## src/rtl/div_pkg.sv

```systemverilog
// Shared constants for the multi-cycle divider: FSM encodings, handshake
// levels, default operand width and the latched sign-fix record.
// Optional feature macro: DIV_EARLY_OUT_EN (see rtl/div.sv).
package div_pkg;

  // FSM encodings, bit-compatible with the legacy `Div* defines
  localparam logic [1:0] DIV_FREE    = 2'b00;
  localparam logic [1:0] DIV_BY_ZERO = 2'b01;
  localparam logic [1:0] DIV_ON      = 2'b10;
  localparam logic [1:0] DIV_END     = 2'b11;

  // Handshake levels
  localparam logic DIV_START            = 1'b1;
  localparam logic DIV_STOP             = 1'b0;
  localparam logic DIV_RESULT_READY     = 1'b1;
  localparam logic DIV_RESULT_NOT_READY = 1'b0;

  // Default operand width (HI/LO register width)
  localparam int DIV_WIDTH = 32;

  // Sign corrections captured when a signed divide is accepted
  typedef struct packed {
    logic neg_quot;
    logic neg_rem;
  } div_sign_t;

endpackage

```

## src/rtl/div_step.sv

```systemverilog
// One restoring radix-2 iteration. The working register holds the partial
// remainder in the top bits and the dividend/quotient shift register below.
// A trial subtraction of the divisor decides the next quotient bit.
module div_step
  import div_pkg::*;
#(
  parameter int WIDTH = DIV_WIDTH
) (
  input  logic [2*WIDTH:0] dividend_i,
  input  logic [WIDTH-1:0] divisor_i,
  output logic [2*WIDTH:0] dividend_o
);

  logic [WIDTH:0] diff_s;

  // Trial subtract; a borrow (MSB set) means keep the old remainder and shift in 0
  always_comb begin
    diff_s = dividend_i[2*WIDTH:WIDTH] - {1'b0, divisor_i};
    if (diff_s[WIDTH]) begin
      dividend_o = {dividend_i[2*WIDTH-1:0], 1'b0};
    end else begin
      dividend_o = {diff_s[WIDTH-1:0], dividend_i[WIDTH-1:0], 1'b1};
    end
  end

endmodule

```

## src/rtl/div.sv

```systemverilog
// Multi-cycle restoring divider for DIV/DIVU. The execute stage holds
// start_i until ready_o; result_o = {remainder, quotient} goes to HI/LO.
// One quotient bit per cycle: ready_o rises WIDTH+1 edges after acceptance,
// or 2 edges for a zero divisor.
// Optional feature macro: DIV_EARLY_OUT_EN -- when defined, a divide whose
// magnitude |op1| < |op2| finishes in 2 edges with quot 0, rem = op1.
// Results are identical with or without the macro; only latency differs.
module div
  import div_pkg::*;
#(
  parameter int WIDTH = DIV_WIDTH
) (
  input  logic               clk,
  input  logic               rst,
  input  logic               signed_div_i,
  input  logic [WIDTH-1:0]   opdata1_i,
  input  logic [WIDTH-1:0]   opdata2_i,
  input  logic               start_i,
  input  logic               annul_i,
  output logic [2*WIDTH-1:0] result_o,
  output logic               ready_o
);

  localparam int CNT_W = $clog2(WIDTH) + 1;
  localparam int DVD_W = 2 * WIDTH + 1;
  localparam logic [CNT_W-1:0] LAST_STEP = CNT_W'(WIDTH - 1);

  // Two's-complement negation at operand width
  function automatic logic [WIDTH-1:0] twos_neg(input logic [WIDTH-1:0] x);
    return ~x + WIDTH'(1);
  endfunction

  logic [1:0]         state_q,    state_d;
  logic [CNT_W-1:0]   cnt_q,      cnt_d;
  logic [DVD_W-1:0]   dividend_q, dividend_d;
  logic [WIDTH-1:0]   divisor_q,  divisor_d;
  div_sign_t          sign_q,     sign_d;
  logic               early_q,    early_d;
  logic [WIDTH-1:0]   op1_q,      op1_d;
  logic [2*WIDTH-1:0] result_q,   result_d;
  logic               ready_q,    ready_d;

  logic [DVD_W-1:0]   step_out_s;
  logic [WIDTH-1:0]   mag1_s;
  logic [WIDTH-1:0]   mag2_s;
  logic               early_hit_s;
  logic [WIDTH-1:0]   quot_fix_s;
  logic [WIDTH-1:0]   rem_fix_s;
  logic               go_s;

  div_step #(
    .WIDTH(WIDTH)
  ) u_step (
    .dividend_i(dividend_q),
    .divisor_i (divisor_q),
    .dividend_o(step_out_s)
  );

  // Operand magnitudes: absolute values for DIV, raw values for DIVU
  always_comb begin
    if (signed_div_i && opdata1_i[WIDTH-1]) begin
      mag1_s = twos_neg(opdata1_i);
    end else begin
      mag1_s = opdata1_i;
    end
    if (signed_div_i && opdata2_i[WIDTH-1]) begin
      mag2_s = twos_neg(opdata2_i);
    end else begin
      mag2_s = opdata2_i;
    end
  end

  // Early-out detection: dividend magnitude already below divisor magnitude
  always_comb begin
`ifdef DIV_EARLY_OUT_EN
    early_hit_s = (opdata2_i != {WIDTH{1'b0}}) && (mag1_s < mag2_s);
`else
    early_hit_s = 1'b0;
`endif
  end

  // Sign fix-up applied to the result of the final iteration
  always_comb begin
    if (sign_q.neg_quot) begin
      quot_fix_s = twos_neg(step_out_s[WIDTH-1:0]);
    end else begin
      quot_fix_s = step_out_s[WIDTH-1:0];
    end
    if (sign_q.neg_rem) begin
      rem_fix_s = twos_neg(step_out_s[2*WIDTH:WIDTH+1]);
    end else begin
      rem_fix_s = step_out_s[2*WIDTH:WIDTH+1];
    end
  end

  // FSM next state, iteration counter, operand latch and output registers
  always_comb begin
    state_d    = state_q;
    cnt_d      = cnt_q;
    dividend_d = dividend_q;
    divisor_d  = divisor_q;
    sign_d     = sign_q;
    early_d    = early_q;
    op1_d      = op1_q;
    result_d   = result_q;
    ready_d    = ready_q;
    go_s       = (start_i == DIV_START) && !annul_i;

    case (state_q)
      DIV_FREE: begin
        if (go_s) begin
          if (opdata2_i == {WIDTH{1'b0}} || early_hit_s) begin
            // Short path: zero divisor, or dividend magnitude below divisor
            state_d = DIV_BY_ZERO;
            early_d = early_hit_s;
            op1_d   = opdata1_i;
          end else begin
            state_d         = DIV_ON;
            cnt_d           = {CNT_W{1'b0}};
            dividend_d      = {{WIDTH{1'b0}}, mag1_s, 1'b0};
            divisor_d       = mag2_s;
            sign_d.neg_quot = signed_div_i && (opdata1_i[WIDTH-1] ^ opdata2_i[WIDTH-1]);
            sign_d.neg_rem  = signed_div_i && opdata1_i[WIDTH-1];
          end
        end else begin
          state_d = DIV_FREE;
        end
      end

      DIV_BY_ZERO: begin
        state_d = DIV_END;
        ready_d = DIV_RESULT_READY;
        if (early_q) begin
          result_d = {op1_q, {WIDTH{1'b0}}};
        end else begin
          result_d = {(2*WIDTH){1'b0}};
        end
      end

      DIV_ON: begin
        if (!go_s) begin
          state_d  = DIV_FREE;
          ready_d  = DIV_RESULT_NOT_READY;
          result_d = {(2*WIDTH){1'b0}};
        end else begin
          dividend_d = step_out_s;
          cnt_d      = cnt_q + CNT_W'(1);
          if (cnt_q == LAST_STEP) begin
            state_d  = DIV_END;
            ready_d  = DIV_RESULT_READY;
            result_d = {rem_fix_s, quot_fix_s};
          end else begin
            state_d = DIV_ON;
          end
        end
      end

      DIV_END: begin
        // Hold the result until the requester drops start (or a flush)
        if (start_i == DIV_STOP || annul_i) begin
          state_d  = DIV_FREE;
          ready_d  = DIV_RESULT_NOT_READY;
          result_d = {(2*WIDTH){1'b0}};
        end else begin
          state_d = DIV_END;
        end
      end

      default: begin
        state_d  = DIV_FREE;
        ready_d  = DIV_RESULT_NOT_READY;
        result_d = {(2*WIDTH){1'b0}};
      end
    endcase
  end

  // State registers with asynchronous active-high reset
  always_ff @(posedge clk or posedge rst) begin
    if (rst) begin
      state_q    <= DIV_FREE;
      cnt_q      <= {CNT_W{1'b0}};
      dividend_q <= {DVD_W{1'b0}};
      divisor_q  <= {WIDTH{1'b0}};
      sign_q     <= '{neg_quot: 1'b0, neg_rem: 1'b0};
      early_q    <= 1'b0;
      op1_q      <= {WIDTH{1'b0}};
      result_q   <= {(2*WIDTH){1'b0}};
      ready_q    <= DIV_RESULT_NOT_READY;
    end else begin
      state_q    <= state_d;
      cnt_q      <= cnt_d;
      dividend_q <= dividend_d;
      divisor_q  <= divisor_d;
      sign_q     <= sign_d;
      early_q    <= early_d;
      op1_q      <= op1_d;
      result_q   <= result_d;
      ready_q    <= ready_d;
    end
  end

  assign result_o = result_q;
  assign ready_o  = ready_q;

endmodule
```

## config.mk

```make
export PLATFORM = sky130hd
export DESIGN_NAME = div
export DESIGN_NICKNAME = d
export VERILOG_FILES = /design/src/rtl/div_pkg.sv /design/src/rtl/div_step.sv /design/src/rtl/div.sv
export SDC_FILE = /design/constraint.sdc
export NUM_CORES = 1
export LEC_CHECK = 0
export BUFFER_PORTS_ARGS = -buffer_cell sky130_fd_sc_hd__buf_2
export CORE_MARGIN = 1
export CORE_UTILIZATION = 55
export DETAILED_ROUTE_END_ITERATION = 8
export PLACE_DENSITY = 0.8
export SYNTH_ARGS = -nofsm -noshare
export SYNTH_HDL_FRONTEND = slang
export SYNTH_HIERARCHICAL = 1
export SYNTH_SLANG_ARGS = --single-unit
```

## constraint.sdc

```tcl
create_clock -name clk -period 4.5 [get_ports clk]
set_input_delay 0 -clock clk [delete_from_list [all_inputs] [get_ports clk]]
set_output_delay 0 -clock clk [all_outputs]
set_load 0.01 [all_outputs]
```

# After elaboration in Yosys (flattened, before gate mapping)
# Index checks and enable logic that the tools add are counted.
[totals]
wordCells = 70
output_inout_bits = 65
input_bits = 69
register_bits = 172
[classes]
bitwise_logic = 7
eq_ne = 9
muxes = 27
n_reduce_logical = 13
addsub = 6
[ops]
columns = ["op", "n"]
rows = [
  ["2-to-1 mux 65 bit", 4],
  ["2-to-1 mux 64 bit", 3],
  ["one-hot mux 64 bit (3 select lines)", 1],
  ["one-hot mux 65 bit (2 select lines)", 1],
  ["adder 32 x 1 -> 32 bit, second input constant", 4],
  ["2-to-1 mux 32 bit", 4],
  ["inverter 32 bit", 4],
  ["subtractor 33 x 32 -> 33 bit", 1],
  ["logical NOT 32 bit", 1],
  ["2-to-1 mux 6 bit", 3],
  ["one-hot mux 6 bit (2 select lines)", 1],
  ["2-to-1 mux 2 bit", 4],
  ["!= test 2 bit, second input constant", 4],
  ["one-hot mux 2 bit (4 select lines)", 1],
  ["adder 6 x 1 -> 6 bit, second input constant", 1],
  ["== test 6 x 5 -> 1 bit, second input constant", 1],
  ["AND reduction 3 bit", 2],
  ["== test 2 bit, second input constant", 2],
  ["logical AND 1 bit", 4],
  ["2-to-1 mux 1 bit", 4],
  ["AND reduction 4 bit", 1],
  ["!= test 3 bit, second input constant", 1],
  ["one-hot mux 1 bit (3 select lines)", 1],
  ["nonzero test 3 bit", 1],
  ["7 further kinds", 8],
]

# Logic depth before layout (Yosys ltp)
# Gate-level depths: netlist of the first run.
[logic_depth]
ltp_word = 8
mapped_depth = 21
ltp_nobuf = 19

# Cells and area by module
# The synthesis of the first run kept the hierarchy.
[modules_own_cells]
columns = ["mod", "instances", "area_per_inst_um2", "cells_each", "seq_area_each_um2"]
rows = [
  ["div", 1, 9829.4, 1064, 4304.1],
  ["div_step", 1, 2598.7, 337, 0.0],
]

# Worst setup path before layout of the first run
# Ideal clock, no wire load.
[synth_path]
path_type = "register to register"
start = "reg dividend_q[32]"
end = "reg result_q[58] (netlist: result_o[58])"
required_ns = 4.370
setup_time_ns = 0.130
slack_ns = -0.209
arrival_ns = 4.579
stages_incl_launch_ff = 21
path_buffers = 2
synth_period_minus_slack_ns = 4.709
path_cell_list = "dfrtp_1 -> inv_1 -> ha_1 -> fa_1 -> and2b_1 -> o2111ai_2 -> a21oi_2 -> o2111ai_1 -> a211oi_2 -> nor2_4 -> mux2i_4 -> and2_4 -> buf_12 -> inv_8 -> buf_12 -> mux2_4 -> nor4_1 -> nand3b_1 -> o41ai_1 -> xor2_1 -> o21ai_1"
[synth_via]
elab_chain_len = 8
[synth_lines]
columns = ["item", "line", "text"]
rows = [
  ["from (decl)", "div.sv:35", "logic [DVD_W-1:0] dividend_q, dividend_d;"],
  ["from (signal assigned)", "div.sv:182", "dividend_q <= {DVD_W{1'b0}};"],
  ["from (signal assigned)", "div.sv:192", "dividend_q <= dividend_d;"],
  ["subtractor 33 x 32 -> 33 bit", "div_step.sv:18", "diff_s = dividend_i[2*WIDTH:WIDTH] - {1'b0, divisor_i};"],
  ["2-to-1 mux 65 bit", "div_step.sv:19", "if (diff_s[WIDTH]) begin"],
  ["named net step_out_s[51]", "div.sv:43", "logic [DVD_W-1:0] step_out_s;"],
  ["inverter 32 bit", "div.sv:30", "return ~x + WIDTH'(1);"],
  ["adder 32 x 1 -> 32 bit", "div.sv:30", ""],
  ["2-to-1 mux 32 bit", "div.sv:89", "if (sign_q.neg_rem) begin"],
  ["2-to-1 mux 64 bit", "div.sv:148", "if (cnt_q == LAST_STEP) begin"],
  ["2-to-1 mux 64 bit", "div.sv:141", "if (!go_s) begin"],
  ["one-hot mux 64 bit (3 select lines)", "div.sv:109", "case (state_q)"],
  ["to (signal assigned)", "div.sv:187", "result_q <= {(2*WIDTH){1'b0}};"],
  ["to (signal assigned)", "div.sv:197", "result_q <= result_d;"],
  ["to (decl)", "div.sv:40", "logic [2*WIDTH-1:0] result_q, result_d;"],
]
# The timed path passes the listed nets, and every way through them passes these cells. The select of a mux whose other input is x is not followed.
# A chain may end at the register's enable or synchronous reset.

# Final worst setup path of the first run
# Ends and elaborated chain as after synthesis.

==> key figures, run 1 <==
Status
  – Status: finished, violations left
  – Failing checks: DRC

Clock tree
  – H-tree levels: 4
  – Worst-Skew Late Latency: roughly 0.45 ns
  – Reg clk slew, reported paths: 0.07 ns
  – TritonCTS clock tree: built
  – Clock Sinks: roughly 170
  – Cts bufs inserted: 17
  – Clock Path Buffers: 2
  – Root buf cell: clkbuf_16

Logic synthesis
  – Xor and xnor area share after synthesis: 9.020%
  – Post-Synth Adder-Cell Area: about 3.9%
  – Async S/R FF share, synth: between 90% and 100%
  – Post-synth top flop: dfrtp_1
  – Mapped cell area: between 10000 and 15000 µm²
  – Sequential-to-total area share from yosys stat: about 35%
  – Main combinational cell family by area after synthesis: compound AO/OA/AOI/OAI gates
  – Fraction of the mapped netlist area in simple logic gates: 16.45%
  – Syn_area_per_cell: 8.871 µm²
  – Synth area leaders: dfrtp_1 35%, o21ai_0 6.6%, xor2_1 5.0%
  – Syn Inst Count: about 1400
  – Post-Syn Nets: roughly 1500
  – Complex-gate fraction of the synthesized area: around 23%
  – Synth warn: 6
  – Leading area contributor after synthesis: dfrtp_1
  – Multiplexer area fraction after synthesis: 5.215%
  – Post-synth cell types: slightly above 90
  – Top-area cell type share of the netlist area: roughly 35%
  – Post-synth EDFFs: 0
  – #FFs+latches synth: about 170

Hold path
  – Hold Crit Class: primary input to flip-flop

Critical path
  – Worst R2R Setup Slack: between 0.05 and 0.06 ns
  – CP endpoint: result_o[58]$_DFFE_PP0P_
  – Delay-heaviest family, CP: compound AO/OA/AOI/OAI gates
  – CP Launch Type: flip-flop
  – Crit Path Class: flip-flop to flip-flop
  – Worst path cell trace: inv_1 > ha_2 > fa_2 > and2b_1 > o2111ai_2 > a21oi_2 > o2111ai_2 > a211oi_2 > nor2_4 > mux2i_4 > and2_4 > clkinv_8 > buf_8 > mux2_4 > nor4_4 > nand4_1 > buf_6 > o41ai_4 > xor2_1 > o21ai_1
  – Worst path required time: between 4 and 5 ns
  – CP Capture Type: flip-flop
  – CP Max Fanout: 8
  – Buf+Inv Stages, Crit Path: 4
  – CP dominant cell by count: o2111ai_2
  – R2R depth: 20
  – Worst r2r dst: result_o[58]$_DFFE_PP0P_
  – Worst r2r src: dividend_q[32]$_DFFE_PP0P_
  – Crit path max-delay cell type: fa_2
  – Critical Path Stages: 20
  – Max incr delay on CP: between 0.3 and 0.4 ns
  – CP startpoint: dividend_q[32]$_DFFE_PP0P_
  – Crit path DAT: between 4 and 5 ns

Die
  – CORE AREA: 21960 µm²
  – Initial Util: around 57%
  – Die Wd: ~150 µm
  – Ports: 134
  – Row count: 54
  – Die footprint: roughly 23000 µm²
  – Die Y: ~150 µm

Detailed routing
  – Final wirelength: around 34000 µm
  – DRC viols: 9
  – DRT iter0 DRCs: 1262
  – WL per Instance: about 18 µm
  – First-pass DRT Iterations: 7
  – DRT antenna net count: 0
  – DR vias/cell: around 6.2
  – DR vias: about 11000

Timing
  – Hold Violations, Final: 0
  – Period utilization: 98.84%
  – Final slew viol count: 0
  – Fin crit period: ~4.4 ns
  – Setup violators final: 0
  – Fmax: about 220 MHz
  – Final clock skew: roughly 0.015 ns
  – Max-slew headroom: approximately a third
  – RSZ-0062 raised after global routing: true
  – Slew at the pin closest to its max-slew limit: slightly above 1 ns

Global route
  – GRT overflow: 0
  – First-pass GRT wire length: between 50000 and 60000 µm
  – Vias in the first global route: 10440
  – GRT Total Usage: 29.11%
  – Pin count of the biggest net entering global routing: 173
  – Initial antenna violation count: 0

Power and ir drop
  – P_int: 3.098 mW
  – Flop pwr share: 39.6%
  – P_leak: around 6.7 nW
  – Power share of the combinational group: between 20% and 30%
  – VDD IR max: roughly 0.24 mV
  – Sw Ratio: approximately 32%
  – P_sw: roughly 1.5 mW
  – Clock share of power: approximately a third
  – Pwr Density: around 310 nW/µm²

Placed design
  – # port buffers: 133
  – Placed cell count: 1753
  – Post-Place Cell Area: about 13000 µm²
  – Dpl hpwl: about 24000 µm
  – Placer Congestion: about 0.94

Layout
  – Ant diodes: 0
  – Area growth, synth to finish: 17.91%
  – Final non-filler cell total: 1846
  – Share of layout cells above drive strength 1: about a fifth
  – Fin nets: around 1700
  – Fin area: around 15000 µm²

Flow run
  – Max_cap viols: 0
worst min-delay path: cells and delay by family:
family | cells | cell delay [ns]
compound gates | 1 | 0.17
simple gates | 1 | 0.16
buf+inv | 1 | 0.10
how the worst min path moves through the flow:
| stage | from | endpoint | depth (start not counted) |
|---|---|---|---|
| after floorplan | opdata2_i[31] | divisor_q[31]$_DFFE_PP0P_ | 1 |
| after global placement | opdata1_i[0] | dividend_q[1]$_DFFE_PP0P_ | 3 |
| after detailed placement | opdata1_i[0] | dividend_q[1]$_DFFE_PP0P_ | 3 |
| after CTS | start_i | state_q[1]$_DFF_PP0_ | 3 |
| after global routing | start_i | state_q[1]$_DFF_PP0_ | 3 |
| final | start_i | state_q[1]$_DFF_PP0_ | 3 |
per-stage QoR:
stage / hold WS [ns] / total power [mW] / setup TNS (ns) / worst slack, ns / utilization (%)
floorplan: 0.1325 / 2.624 / -0.09353 / -0.02861 / -
global placement: 0.3076 / 2.834 / 0 / 0.03315 / 60.17
detailed placement: 0.3148 / 2.863 / -0.3825 / -0.1024 / 60.17
CTS: 0.01005 / 4.511 / 0 / 0.01783 / 65.37
global route: 0.04850 / 4.783 / -0.9223 / -0.1066 / 66.74
finish: 0.03311 / 4.578 / 0 / 0.05218 / 66.74
per-layer routing:
layer	track usage [%]	wire [µm]	up-vias
li1	-	-	5378
met1	44.21	15960	5488
met2	41.83	14430	519
met3	5.802	2880	57
met4	7.677	657	0
met5	0	0	-
cells by family after synthesis:
logic type	after synthesis
and+or+nand+nor	394
adders and majority gates	38
AOI/OAI and AO/OA	439
xor gates and xnor gates	128
muxes	49
DFF	172
buffers and inverters	181
flip-flops by register name, summed over array words and instances, names as in the netlist:
signal and count:
sign_q 2, state_q 2, dividend_q 65, cnt_q 6, result_o 64, divisor_q 32
ready_o 1
what timing repair did:
action                     in CTS  in global routing
hold endpoints to repair      217                  0
cloned                          0                  2
buffers inserted                0                 13
pin swaps                       1                 14
setup endpoints to repair      10                 24
gates resized for setup         9                 37
hold buffers                   46                  0
cell usage after synthesis (37+ instances only):
library cell and count:
o21ai_0 163, inv_1 65, xor2_1 71, a21oi_1 56, nand2_1 123, nor3_1 40
buf_4 39, dfrtp_1 172, clkbuf_1 53, nor2_1 52, xnor2_1 57, ha_1 37
cell usage in the layout (no fill, tap or decap), types with 30 or more instances in the layout:
cell           instances
mux2_4                30
dfrtp_1              172
buf_4                 62
inv_1                 64
xnor2_1               57
ha_1                  34
o21ai_0              157
nor2_1                51
a22o_1                34
nand2_1              123
dlygate4sd3_1         46
xor2_1                71
nor3_1                38
buf_2                134
nand3_1               32
o31ai_1               33
a21oi_1               56
cell type report:
type	instances	area, µm²
Clock buffer	18	429.2
Clock inverter	14	207.7
Fill cell	1769	7305
Inverter	67	267.8
Multi-Input combinational cell	1048	7425
Sequential cell	172	4304
Tap cell	280	350.3
Timing Repair Buffer	246	1654
Timing Repair inverter	1	16.27
power by group through the flow:
stage	logic, mW	clock network (mW)	registers (mW)
after floorplan	0.883	0	1.74
after global placement	1.01	0	1.83
after detailed placement	1.03	0	1.84
after CTS	1.08	1.63	1.81
after global routing	1.26	1.69	1.83
final	1.15	1.62	1.81
(Power assumes the default switching activity.)
==> run 2: changes to the inputs <==
--- a/config.mk
+++ b/config.mk
@@ -7,9 +7,9 @@
 export LEC_CHECK = 0
 export BUFFER_PORTS_ARGS = -buffer_cell sky130_fd_sc_hd__buf_2
 export CORE_MARGIN = 1
-export CORE_UTILIZATION = 55
+export CORE_UTILIZATION = 60
 export DETAILED_ROUTE_END_ITERATION = 8
-export PLACE_DENSITY = 0.8
+export PLACE_DENSITY = 0.83
 export SYNTH_ARGS = -nofsm -noshare
 export SYNTH_HDL_FRONTEND = slang
 export SYNTH_HIERARCHICAL = 1
==> constraint.sdc (replaced) <==
create_clock -name clk -period 5.3 [get_ports clk]
set_input_delay 0 -clock clk [delete_from_list [all_inputs] [get_ports clk]]
set_output_delay 0 -clock clk [all_outputs]
set_load 0.01 [all_outputs]
==> run 2 against run 1 <==
  * The flow now finishes without violations
  * Critical path depth down 2
  * Worst hold slack worse by 0.011 ns
  * Largest cell class unchanged
  * Via count fell by 2.0%
  * Fmax shrank 11%
  * Clock power fell by 24%
  * Cell area down 5.1%
  * Core utilization increased by 1.8 points
==> key figures, run 2 (synthesis gave the netlist of run 1 again) <==
Die
  – Die footprint: 21290 µm² (-8.2%)
  – CORE AREA: 20300 µm² (-7.6%)
  – Initial Util: 61.22% (+4.6 points)
  – Die Y: 145.9 µm (-4.2%)
  – Die Wd: 145.9 µm (-4.2%)
  – Ports: 134 (unchanged)
  – Row count: 52 (-3.7%)

Flow run
  – Max_cap viols: 0 (unchanged)

Hold path
  – Min-Delay Startpoint: opdata1_i[1]
  – Hold depth: 5 (+2)
  – Hold Crit Class: primary input to flip-flop
  – Hold Crit Endpoint: dividend_q[2]$_DFFE_PP0P_

Timing
  – Max-slew headroom: 19.37% (-12 points)
  – Setup TNS: 0 ns (unchanged)
  – Hold Slack: 0.02246 ns (-0.01065 ns)
  – Setup violators final: 0 (unchanged)
  – Final slew viol count: 0 (unchanged)
  – Hold Violations, Final: 0 (unchanged)
  – Fin crit period: 4.973 ns (+0.5250 ns)
  – Slew at the pin closest to its max-slew limit: 1.209 ns (+0.1855 ns)
  – RSZ-0062 raised after global routing: false
  – Final clock skew: 0.009129 ns (-0.005662 ns)
  – Fmax: 201.1 MHz (-11%)
  – Period utilization: 93.83% (-5.0 points)

Clock tree
  – Post-CTS Setup Repair Bufs: 0 (unchanged)
  – Cts bufs inserted: 17 (unchanged)
  – Worst-Skew Late Latency: 0.44 ns (about the same)
  – H-tree levels: 4 (unchanged)
  – Clock Sinks: 172 (unchanged)
  – Root buf cell: clkbuf_16
  – Clock Path Buffers: 2 (unchanged)
  – TritonCTS clock tree: built
  – Reg clk slew, reported paths: 0.07 ns (about the same)

Layout
  – Most frequent cells in the layout: 172 x dfrtp_1, 163 x o21ai_0, 133 x buf_2, 123 x nand2_1, 71 x xor2_1
  – Most flops, register: dividend_q
  – Filler cells: 1616 (-8.6%)
  – Largest register FFs: 65 (unchanged)
  – Commonest non-fill, non-tap cell in the layout: dfrtp_1
  – Area growth, synth to finish: 11.95%
  – Fin nets: 1610 (-3.0%)
  – Final non-filler cell total: 1786 (-3.3%)
  – Share of layout cells above drive strength 1: 17.08% (-4.2 points)
  – Ant diodes: 0 (unchanged)
  – Fin util: 68.54% (+1.8 points)

Critical path
  – CP Max Fanout: 27 (+19)
  – Crit Path Class: flip-flop to flip-flop
  – Crit path DAT: 5.30 ns (+0.54 ns)
  – Worst path required time: 5.62 ns (+0.81 ns)
  – Worst r2r dst: result_o[62]$_DFFE_PP0P_
  – CP Capture Type: flip-flop
  – CP Launch Type: flip-flop
  – R2R depth: 18 (-10%)
  – Worst R2R Setup Slack: 0.33 ns (+0.28 ns)
  – Worst r2r src: dividend_q[32]$_DFFE_PP0P_

Detailed routing
  – First-pass DRT Iterations: 5 (-2)
  – Final wirelength: 32780 µm (-3.4%)
  – DRT antenna net count: 0 (unchanged)
  – DR vias/cell: 6.278 (+1.3%)
  – WL per Instance: 18.35 µm (-0.15%)
  – DR vias: 11210 (-2.0%)
  – DRC viols: 0 (-9)
  – DRT iter0 DRCs: 1246 (-1.3%)

Global route
  – Initial antenna violation count: 0 (unchanged)
  – Vias in the first global route: 10220 (-2.1%)
  – First-pass GRT wire length: 53160 µm (-2.6%)
  – GRT Total Usage: 30.90% (+1.8 points)
  – GRT overflow: 0 (unchanged)
  – Pin count of the biggest net entering global routing: 102 (-41%)

Placed design
  – # port buffers: 133 (unchanged)
  – Dpl hpwl: 23040 µm (-3.9%)
  – Placed cell count: 1710 (-2.5%)
  – Placer Congestion: 0.9380 (+0.11%)

Status
  – Status: completed

Power and ir drop
  – P_leak: 6.372 nW (-5.6%)
  – Total Power: 3.672 mW (-20%)
  – VDD IR max: 0.1710 mV (-30%)
  – Pwr Density: 263.9 nW/µm² (-16%)
## run 2: changes by cell type in the layout (fill, tap and decap cells not counted), sizes merged
cell | before | now
buf | 200 | 153
bufinv | 4 | 1
clkbuf | 18 | 20
clkinvlp | 3 | 5
dlygate4sd3 | 46 | 44
clkinv | 5 | 4
inv | 70 | 69
## run 2: how the worst max path moves through the flow
stage | cells past startpoint | to | startpoint | slack (ns)
global placement | 19 | result_o[61]$_DFFE_PP0P_ | dividend_q[32]$_DFFE_PP0P_ | 0.54
detailed placement | 19 | result_o[62]$_DFFE_PP0P_ | dividend_q[32]$_DFFE_PP0P_ | 0.32
CTS | 19 | result_o[62]$_DFFE_PP0P_ | dividend_q[32]$_DFFE_PP0P_ | 0.28
finish | 18 | result_o[62]$_DFFE_PP0P_ | dividend_q[32]$_DFFE_PP0P_ | 0.33
global route | 18 | result_o[62]$_DFFE_PP0P_ | dividend_q[32]$_DFFE_PP0P_ | 0.004
floorplan | 20 | result_o[58]$_DFFE_PP0P_ | dividend_q[32]$_DFFE_PP0P_ | 0.59
## run 2: layer usage
layer	track usage (%)	wire length [µm]	vias to the layer above
met3	5.455	2743	46
met2	44.26	14100	527
li1	-	-	5288
met5	0	0	-
met4	8.737	484	0
met1	47.47	15450	5351
## run 2: layout make-up
class                           instances  area (µm²)  share of cell area (%)
Clock buffer                           20       456.7                   3.282
Clock inverter                         12       112.6                  0.8094
Inverter                               67       264.0                   1.897
Multi-Input combinational cell       1048        7182                   51.62
Sequential cell                       172        4304                   30.94
Tap cell                              270       337.8                   2.428
Timing Repair Buffer                  197        1256                   9.029
## run 2: per-stage QoR
stage          worst slack [ns]  cell area (µm²)
4_1_cts                  0.2838            13910
3_3_place_gp             0.5354            12900
6_report                 0.3272            13910
3_5_place_dp             0.3206            12900
5_1_grt                0.003749            13910
2_1_floorplan            0.5911            12430
## run 2: what timing repair did
item	in CTS	in global routing
endpoints found under the setup margin	0	10
gates resized for setup	0	1
endpoints found under the hold margin	142	0
hold buffers	44	0
## run 2: report_power, final
group	internal (mW)	switching (mW)
combinational	0.373	0.529
clock	0.675	0.553
sequential	1.41	0.130
## run 2: critical path, stage by stage (launching register included)
cell and delay [ns]:
dfrtp_1 0.37, inv_1 0.05, ha_1 0.22, fa_1 0.42, and2b_1 0.25, o2111ai_2 0.15
a21oi_2 0.24, o2111ai_1 0.18, a211oi_2 0.32, nor2_4 0.10, mux2i_4 0.33, and2_4 0.30
inv_8 0.12, mux2_4 0.34, nor4_1 0.46, nand2b_1 0.16, o41ai_1 0.45, nand3b_1 0.13
a32o_1 0.27
==> run 3: changes to the inputs <==
--- a/config.mk
+++ b/config.mk
@@ -6,9 +6,11 @@
 export NUM_CORES = 1
 export LEC_CHECK = 0
 export BUFFER_PORTS_ARGS = -buffer_cell sky130_fd_sc_hd__buf_2
+export CORE_ASPECT_RATIO = 0.5
 export CORE_MARGIN = 1
 export CORE_UTILIZATION = 60
 export DETAILED_ROUTE_END_ITERATION = 8
+export HOLD_SLACK_MARGIN = 0.05
 export PLACE_DENSITY = 0.83
 export SYNTH_ARGS = -nofsm -noshare
 export SYNTH_HDL_FRONTEND = slang
==> run 3 against run 2 <==
  * Worst hold slack better by 0.055 ns
  * Clock skew is 0.0027 ns higher
  * Cell area is 1.3% higher
  * Total power is 6.2% higher
  * Register-to-register slack hardly changed
  * Wire length is 6.6% higher
  * Setup slack better by 0.00081 ns
  * Global-route usage is 2.6 points higher
  * Clock power is 18% higher
  * Critical endpoint is now result_o[58]$_DFFE_PP0P_
==> key figures, run 3 (synthesis gave the netlist of run 1 again) <==
Layout
  – Fin nets: 1617 (+0.43%)
  – Area taken by multi-input logic gates: 7194 µm² (+0.17%)
  – Commonest non-fill, non-tap cell in the layout: dfrtp_1
  – Most frequent cells in the layout: 172 x dfrtp_1, 161 x o21ai_0, 133 x buf_2, 123 x nand2_1, 71 x xor2_1
  – Fin util: 70.99% (+2.4 points)
  – Area growth, synth to finish: 13.46%
  – Final non-filler cell total: 1787 (+0.056%)
  – Ant diodes: 0 (unchanged)
  – Filler cells: 1513 (-6.4%)
  – Largest register FFs: 65 (unchanged)
  – Share of layout cells above drive strength 1: 16.70% (-0.38 points)
  – Fin area: 14100 µm² (+1.3%)
  – Register area: 4304 µm² (unchanged)
  – Most flops, register: dividend_q

Timing
  – Slew at the pin closest to its max-slew limit: 1.229 ns (+0.01926 ns)
  – Setup violators final: 0 (unchanged)
  – Final clock skew: 0.01185 ns (+0.002723 ns)
  – RSZ-0062 raised after global routing: false
  – Setup WS post-layout: 0.3280 ns (+0.0008120 ns)
  – Max-slew headroom: 18.09% (-1.3 points)
  – Fin crit period: 4.972 ns (-0.0008120 ns)
  – Setup TNS: 0 ns (unchanged)
  – Hold Violations, Final: 0 (unchanged)
  – Hold Slack: 0.07782 ns (+0.05536 ns)
  – Final slew viol count: 0 (unchanged)
  – Period utilization: 93.81% (about the same)
  – Fmax: 201.1 MHz (about the same)

Global route
  – GRT overflow: 0 (unchanged)
  – GRT Total Usage: 33.51% (+2.6 points)
  – Initial antenna violation count: 0 (unchanged)
  – Vias in the first global route: 11100 (+8.6%)
  – First-pass GRT wire length: 57170 µm (+7.5%)
  – Pin count of the biggest net entering global routing: 66 (-35%)

Critical path
  – Crit Path Class: flip-flop to flip-flop
  – CP Capture Type: flip-flop
  – Delay-heaviest family, CP: compound AO/OA/AOI/OAI gates
  – Buf+Inv Stages, Crit Path: 3 (+1)
  – Worst R2R Setup Slack: 0.33 ns (about the same)
  – CP Max Fanout: 27 (unchanged)
  – Worst r2r dst: result_o[58]$_DFFE_PP0P_
  – Crit path DAT: 5.25 ns (-0.05 ns)
  – Worst path required time: 5.58 ns (-0.04 ns)
  – Critical Path Stages: 19 (+1)
  – CP Launch Type: flip-flop
  – Worst r2r src: dividend_q[32]$_DFFE_PP0P_
  – CP startpoint: dividend_q[32]$_DFFE_PP0P_
  – Crit path max-delay cell type: mux2_2
  – Max incr delay on CP: 0.42 ns (-0.04 ns)
  – Worst path cell trace: inv_1 > ha_1 > fa_1 > and2b_1 > o2111ai_2 > a21oi_2 > o2111ai_1 > a211oi_2 > nor2_4 > mux2i_4 > and2_4 > inv_8 > mux2_2 > nor4_2 > nand4_1 > buf_4 > o41ai_1 > xor2_1 > o21ai_1
  – R2R depth: 19 (+1)

Detailed routing
  – Final wirelength: 34950 µm (+6.6%)
  – DR vias/cell: 6.455 (+2.8%)
  – First-pass DRT Iterations: 8 (+3)
  – DRT antenna net count: 0 (unchanged)
  – WL per Instance: 19.56 µm (+6.6%)
  – DRC viols: 0 (unchanged)
  – DRT iter0 DRCs: 1037 (-17%)
  – DR vias: 11540 (+2.9%)

Die
  – Row count: 36 (-31%)
  – CORE AREA: 19860 µm² (-2.1%)
  – Ports: 134 (unchanged)
  – Die Y: 103.8 µm (-29%)
  – Initial Util: 62.57% (+1.3 points)
  – Die Wd: 205.5 µm (+41%)
  – Die footprint: 21330 µm² (+0.17%)

Clock tree
  – Worst-Skew Late Latency: 0.44 ns (about the same)
  – Reg clk slew, reported paths: 0.06 ns (about the same)
  – H-tree levels: 4 (unchanged)
  – TritonCTS clock tree: built
  – Root buf cell: clkbuf_16
  – Clock Path Buffers: 2 (unchanged)
  – Clock Sinks: 172 (unchanged)
  – Cts bufs inserted: 17 (unchanged)

Power and ir drop
  – VDD IR max: 0.2439 mV (+43%)
  – P_leak: 6.464 nW (+1.4%)
  – Pwr Density: 276.4 nW/µm² (+4.8%)
  – Total Power: 3.898 mW (+6.2%)

Flow run
  – Max_cap viols: 0 (unchanged)

Placed design
  – Post-Place Cell Area: 12870 µm² (-0.23%)
  – Dpl hpwl: 24440 µm (+6.1%)
  – Pre-CTS WS: 0.3237 ns (+0.003077 ns)
  – Placer Congestion: 0.9302 (-0.83%)
  – # port buffers: 133 (unchanged)
  – Placed cell count: 1702 (-0.47%)

Hold path
  – Hold depth: 4 (-1)
  – Hold Crit Endpoint: divisor_q[30]$_DFFE_PP0P_
  – Min-Delay Startpoint: opdata2_i[30]
  – Hold Crit Class: primary input to flip-flop

Status
  – Status: completed
run 3: where the power goes:
part	leakage (nW)	total, mW	switching, mW	internal [mW]
Sequential	2.28	1.54	0.124	1.41
Combinational	3.86	0.909	0.529	0.380
Clock	0.326	1.45	0.543	0.911
run 3: worst min-delay path, cell delays in order:
cell and delay, ns:
buf_2 0.15, a21oi_1 0.08, o211ai_1 0.10, mux2_2 0.15
run 3: final cells by class:
| type | count | share of cell area, % |
|---|---|---|
| clock buffers | 21 | 3.265 |
| clock inverters | 9 | 1.482 |
| inverters | 67 | 1.872 |
| multi-input cells | 1048 | 51.02 |
| flip-flops and latches | 172 | 30.52 |
| well taps | 266 | 2.360 |
| repair buffers | 204 | 9.476 |
run 3: how the worst max path moves through the flow:
| stage | end | slack [ns] |
|---|---|---|
| 2_1_floorplan | result_o[58]$_DFFE_PP0P_ | 0.59 |
| 3_3_place_gp | result_o[61]$_DFFE_PP0P_ | 0.54 |
| 3_5_place_dp | result_o[57]$_DFFE_PP0P_ | 0.32 |
| 4_1_cts | result_o[57]$_DFFE_PP0P_ | 0.32 |
| 5_1_grt | result_o[49]$_DFFE_PP0P_ | 0.03 |
| 6_report | result_o[58]$_DFFE_PP0P_ | 0.33 |
run 3: what timing repair did:
action,in CTS,in global routing
setup buffers,0,0
hold buffers,55,0
gates resized for setup,0,4
hold endpoints to repair,99,0
endpoints found under the setup margin,0,5
run 3: per-layer routing:
| layer | global-route usage, % | routed length, µm | vias up |
|---|---|---|---|
| met4 | 11.16 | 761 | 0 |
| met5 | 0 | 0 | - |
| met2 | 55.22 | 17160 | 487 |
| met1 | 45.59 | 14850 | 5686 |
| met3 | 4.311 | 2184 | 70 |
| li1 | - | - | 5292 |
